File: config.mk
export PLATFORM = sky130hd
export DESIGN_NAME = rom_bus_responder
export DESIGN_NICKNAME = d
export VERILOG_FILES = /design/src/rtl/tb4004_bus_pkg.sv /design/src/rtl/bus_cycle_tracker.sv /design/src/rtl/rom_bus_responder.sv
export SDC_FILE = /design/constraint.sdc
export NUM_CORES = 1
export LEC_CHECK = 0
export CAP_MARGIN = 20
export CORE_MARGIN = 8
export CORE_UTILIZATION = 48
export CTS_BUF_LIST = sky130_fd_sc_hd__clkbuf_8 sky130_fd_sc_hd__clkbuf_16
export DETAILED_ROUTE_END_ITERATION = 8
export GPL_TIMING_DRIVEN = 0
export PLACE_DENSITY = 0.78
export SLEW_MARGIN = 20
export SYNTH_ARGS = -nofsm -noshare
export SYNTH_HDL_FRONTEND = slang
export SYNTH_SLANG_ARGS = --single-unit
File: constraint.sdc
create_clock -name clk -period 1.69 [get_ports clk]
set_input_delay 0.2535 -clock clk [delete_from_list [all_inputs] [get_ports clk]]
set_output_delay 0.2535 -clock clk [all_outputs]
set_load 0.02 [all_outputs]
File: src/rtl/tb4004_bus_pkg.sv
// Shared definitions for 4001/4002-style responders on the CPU's 4-bit
// instruction-cycle bus: microcycle numbers, I/O opcodes, phase helpers.
package tb4004_bus_pkg;

    localparam logic [2:0] CYC_A1 = 3'd0;
    localparam logic [2:0] CYC_A2 = 3'd1;
    localparam logic [2:0] CYC_A3 = 3'd2;
    localparam logic [2:0] CYC_M1 = 3'd3;
    localparam logic [2:0] CYC_M2 = 3'd4;
    localparam logic [2:0] CYC_X1 = 3'd5;
    localparam logic [2:0] CYC_X2 = 3'd6;
    localparam logic [2:0] CYC_X3 = 3'd7;

    localparam logic [7:0] OP_WRR = 8'hE2;
    localparam logic [7:0] OP_RDR = 8'hEA;

    typedef enum logic [1:0] {
        PH_FETCH = 2'd0,
        PH_READ  = 2'd1,
        PH_EXEC  = 2'd2
    } phase_t;

    typedef enum logic {
        TRK_FREE   = 1'b0,
        TRK_LOCKED = 1'b1
    } trk_state_t;

    typedef struct packed {
        logic [3:0] adr_lo;
        logic       sel;
        logic [7:0] op;
        logic [3:0] opa_hold;
    } fetch_t;

    // Address out in A1..A3, memory data in M1/M2, execution in X1..X3.
    function automatic phase_t phase_of(input logic [2:0] cyc);
        if (cyc <= CYC_A3) begin
            return PH_FETCH;
        end
        if (cyc <= CYC_M2) begin
            return PH_READ;
        end
        return PH_EXEC;
    endfunction

    function automatic logic chip_match(
        input logic [3:0] nib,
        input logic [3:0] id
    );
        return nib == id;
    endfunction

endpackage

File: src/rtl/bus_cycle_tracker.sv
// Follows the CPU's T0..T7 microcycle from SYNC; shared by ROM- and
// RAM-side responders so every chip on the bus agrees on the phase.
module bus_cycle_tracker
    import tb4004_bus_pkg::*;
(
    input  logic       clk,
    input  logic       rst,
    input  logic       sync,
    output logic       locked,
    output logic [2:0] cyc,
    output logic       sync_err
);

    trk_state_t state_q;
    trk_state_t state_d;
    logic [2:0] cyc_q;
    logic [2:0] cyc_d;
    logic       err_q;
    logic       err_d;

    always_ff @(posedge clk or posedge rst) begin
        if (rst) begin
            state_q <= TRK_FREE;
            cyc_q   <= CYC_A1;
            err_q   <= 1'b0;
        end else begin
            state_q <= state_d;
            cyc_q   <= cyc_d;
            err_q   <= err_d;
        end
    end

    // SYNC always wins: it marks X3, so the next clock is A1.
    always_comb begin
        state_d = state_q;
        cyc_d   = cyc_q;
        err_d   = 1'b0;
        if (sync) begin
            state_d = TRK_LOCKED;
            cyc_d   = CYC_A1;
            err_d   = (state_q == TRK_LOCKED) && (cyc_q != CYC_X3);
        end else if (state_q == TRK_LOCKED) begin
            cyc_d = cyc_q + 3'd1;
        end else begin
            cyc_d = CYC_A1;
        end
    end

    assign locked   = (state_q == TRK_LOCKED);
    assign cyc      = cyc_q;
    assign sync_err = err_q;

endmodule

File: src/rtl/rom_bus_responder.sv
// ROM-side bus responder: collects the fetch address, returns the opcode
// in M1/M2 when selected, and owns one SRC-selected 4-bit I/O port.
module rom_bus_responder
    import tb4004_bus_pkg::*;
#(
    parameter logic [3:0] CHIP_ID = 4'h0
) (
    input  logic       clk,
    input  logic       rst,
    input  logic       sync,
    input  logic       cm_rom,
    input  logic [3:0] d_in,
    output logic [3:0] d_out,
    output logic       d_oe,
    output logic       rom_rd,
    output logic [7:0] rom_addr,
    input  logic [7:0] rom_data,
    input  logic [3:0] io_in,
    output logic [3:0] io_out,
    output logic       locked,
    output logic       sync_err
);

    logic [2:0] cyc;
    fetch_t     f;
    logic       io_sel;
    logic       in_read;
    logic       m1_go;
    logic       m2_go;
    logic       rdr_go;

    bus_cycle_tracker u_trk (
        .clk      (clk),
        .rst      (rst),
        .sync     (sync),
        .locked   (locked),
        .cyc      (cyc),
        .sync_err (sync_err)
    );

    always_ff @(posedge clk or posedge rst) begin
        if (rst) begin
            f        <= '0;
            io_sel   <= 1'b0;
            io_out   <= 4'h0;
            rom_rd   <= 1'b0;
            rom_addr <= 8'h00;
        end else begin
            rom_rd <= 1'b0;
            if (locked) begin
                unique case (cyc)
                    CYC_A1: f.adr_lo <= d_in;
                    CYC_A2: begin
                        rom_addr <= {d_in, f.adr_lo};
                        rom_rd   <= 1'b1;
                    end
                    CYC_A3: f.sel <= chip_match(d_in, CHIP_ID);
                    // Opcode comes off the bus so unselected chips still decode it.
                    CYC_M1: begin
                        f.op[7:4]  <= d_in;
                        f.opa_hold <= rom_data[3:0];
                    end
                    CYC_M2: f.op[3:0] <= d_in;
                    CYC_X1: ;
                    CYC_X2: begin
                        if (cm_rom) begin
                            io_sel <= chip_match(d_in, CHIP_ID);
                        end else if (io_sel && f.op == OP_WRR) begin
                            io_out <= d_in;
                        end
                    end
                    CYC_X3: ;
                    default: ;
                endcase
            end
        end
    end

    assign in_read = locked && (phase_of(cyc) == PH_READ) && f.sel;
    assign m1_go   = in_read && (cyc == CYC_M1);
    assign m2_go   = in_read && (cyc == CYC_M2);
    assign rdr_go  = locked && (cyc == CYC_X2) && !cm_rom
                   && io_sel && (f.op == OP_RDR);

    // Drive depends only on registered state plus rom_data/io_in, never d_in.
    always_comb begin
        d_oe  = 1'b0;
        d_out = 4'h0;
        unique case (1'b1)
            m1_go: begin
                d_oe  = 1'b1;
                d_out = rom_data[7:4];
            end
            m2_go: begin
                d_oe  = 1'b1;
                d_out = f.opa_hold;
            end
            rdr_go: begin
                d_oe  = 1'b1;
                d_out = io_in;
            end
            default: ;
        endcase
    end

endmodule

==> results.json <==
{
  "place_area_um2": 2101,
  "crit_fanout": 3,
  "totalWireLength_um": 3746,
  "synth.area.top_cells": "dfrtp_1 55%, mux2_2 21%, ha_1 4.6%",
  "worstHoldPathType": "input port to asynchronous set/reset pin",
  "syn-num-nets": 151,
  "syn_area_per_cell_um2": 13.15,
  "vias": 1192,
  "synthDistinctLibCells": 26,
  "leakage_uw": 0.001065,
  "yosysSeqAreaShare": 0.5479,
  "post-route-period-util": 1.208,
  "netlist_area_um2": 1644,
  "final_area_um2": 2382,
  "start_kind": "flip-flop",
  "synth_edf_count": 0,
  "fin_crit_ns": 2.041,
  "yosys_warnings": 0,
  "cp.arrival_ns": 1.79,
  "cts_buffers": 5,
  "critPathKind": "flip-flop to output pin",
  "r2r_cells": 6,
  "dp_hpwl_um": 2632,
  "io_buffer_count": 39,
  "antenna_found_initial": 0,
  "status": "finished with violations",
  "htreeDepth": 2,
  "ys.flop_type": "dfrtp_1",
  "die_y_um": 74.53,
  "synth_top_area_cell": "dfrtp_1",
  "drt_iter0_markers": 57,
  "hold_ws_ns": 0.4075,
  "core_um2": 3311,
  "dieArea_um2": 5554,
  "drive_gt1_frac": 0.4108,
  "clk_path_buf_depth": 2,
  "drt_pass1_iterations": 4,
  "cap_violations": 0,
  "synthArstFlopShare": 1.000,
  "final.setup.worst_slack_ns": -0.3514,
  "cts_sinks": 36,
  "critPathCaptureType": "output pin",
  "maxClockFrequency_mhz": 489.9,
  "drc": 0,
  "rows": 21,
  "violations": "setup timing",
  "grt_pass1_wl_um": 6037,
  "hold_viol_final": 0,
  "grt_usage": 0.1465,
  "crit_required_ns": 1.44,
  "syn_inst": 125,
  "wl_per_cell_um": 16.22,
  "synthMostInstantiatedCell": "dfrtp_1",
  "cts_tree": "yes",
  "io_pins": 40,
  "post-place-ws_ns": -0.7533,
  "dieWidth_um": 74.53,
  "tightestPinTransition_ns": 0.7198,
  "cts-root-buf": "clkbuf_8",
  "slew_headroom": 0.5194,
  "grt_pass1_vias": 1300,
  "fin_skew_ns": 0.004693,
  "ys_ff_latch": 36,
  "grt_overflow": 0,
  "grt_start_max_net_pins": 37,
  "initial_core_util": 0.4966,
  "synth_top_area_frac": 0.5479,
  "nets": 210,
  "powerDensity_nw_per_um2": 1095,
  "yosys-top-cells-count": "36 x dfrtp_1, 30 x mux2_2, 10 x inv_1",
  "via_per_inst": 5.160,
  "syn_to_final_growth_pct": 44.90,
  "gp_congestion": 0.8093,
  "rsz0062_at_grt": "true",
  "n_antenna_cell": 0,
  "clkTransAtPathRegs_ns": 0.06,
  "cts_hold_buf": 0,
  "maxSlewViolCount": 0,
  "ant_nets": 0,
  "finalSetupViolations": 5,
  "worstSkewPairLatency_ns": 0.29,
  "ir_worst_vdd_v": 0.0008774
}
layout by cell type (no fill, tap or decap), types with 4 or more instances in the layout:
cell and instances:
dfrtp_1 34, clkdlybuf4s50_1 33, mux2_2 30, buf_4 14, inv_1 9, buf_6 6, nand2_1 6, o211ai_1 5
clkbuf_8 5, nor2_1 4, ha_1 4
report_power, final:
group | switching (µW) | leakage [µW] | internal, µW
clock | 285 | 0.0000593 | 431
sequential | 133 | 0.000437 | 1080
combinational | 278 | 0.000569 | 397
logic make-up (layout without fill, tap and decap cells):
logic type	count (synthesis)	after routing	synth area share
buffers and inverters	13	73	0.03272
and+or+nand+nor	31	31	0.1241
DFF	36	36	0.5479
adders and majority gates	6	6	0.04566
muxes	30	30	0.2055
AOI/OAI and AO/OA	9	9	0.04414
sequential cells by signal, summed over array words and instances, names as in the netlist:
register and cells:
io_sel 1, u_trk.sync_err 1, rom_addr 8, u_trk.cyc 3, rom_rd 1, io_out 4, u_trk.locked 1, f 17
per-stage QoR:
step | power [µW] | cells | setup TNS, ns | util
3_5_place_dp | 1866 | 210 | -3.569 | 0.6345
5_1_grt | 2747 | 231 | -2.150 | 0.7196
3_3_place_gp | 1827 | 210 | -6.780 | 0.6345
6_report | 2608 | 231 | -1.689 | 0.7196
2_1_floorplan | 1590 | 125 | 0 | -
4_1_cts | 2629 | 229 | -1.581 | 0.7029
cell type report:
| class | count | area, µm² |
|---|---|---|
| fillers | 258 | 928.4 |
| flip-flops and latches | 36 | 903.4 |
| multi-input cells | 76 | 760.7 |
| repair buffers | 53 | 500.5 |
| clock buffers | 5 | 68.82 |
| well taps | 46 | 57.56 |
| clock inverters | 3 | 38.79 |
| inverters | 10 | 37.54 |
| plain buffers | 2 | 15.01 |
path summary, 6_finish.rpt:
kind	slack [ns]	from	end
worst max-delay path	-0.35	u_trk.cyc[0]$_DFF_PP0_	d_out[2]
worst min-delay path	0.41	rst	u_trk.sync_err$_DFF_PP0_
worst max register to register	0.04	u_trk.cyc[0]$_DFF_PP0_	f[7]$_DFFE_PP0P_
worst min register to register	0.50	f[11]$_DFFE_PP0P_	f[11]$_DFFE_PP0P_
max in group asynchronous	0.78	rst	u_trk.cyc[1]$_DFF_PP0_
min in group clk	0.50	f[11]$_DFFE_PP0P_	f[11]$_DFFE_PP0P_
critical path, stage by stage, from the launching register on:
cell and delay (ns):
dfrtp_2 0.43, inv_2 0.08, ha_4 0.13, and3_4 0.19, nand4_1 0.15, buf_4 0.19, o211ai_1 0.16, buf_4 0.17
timing repair:
item                                    CTS  global route
endpoints found under the setup margin    6             9
pin swaps                                 3             9
resized for setup                        37             9
setup buffers                            12             4
gates cloned                              0             0
per-layer routing:
layer	track usage	part of all wire	vias up
met3	0.06604	0.089	4
li1	-	-	559
met1	0.1548	0.39	594
met4	0.07826	0.013	0
met5	0	0	-
met2	0.2391	0.50	35
No activity file was read; power rests on OpenSTA's default activity.
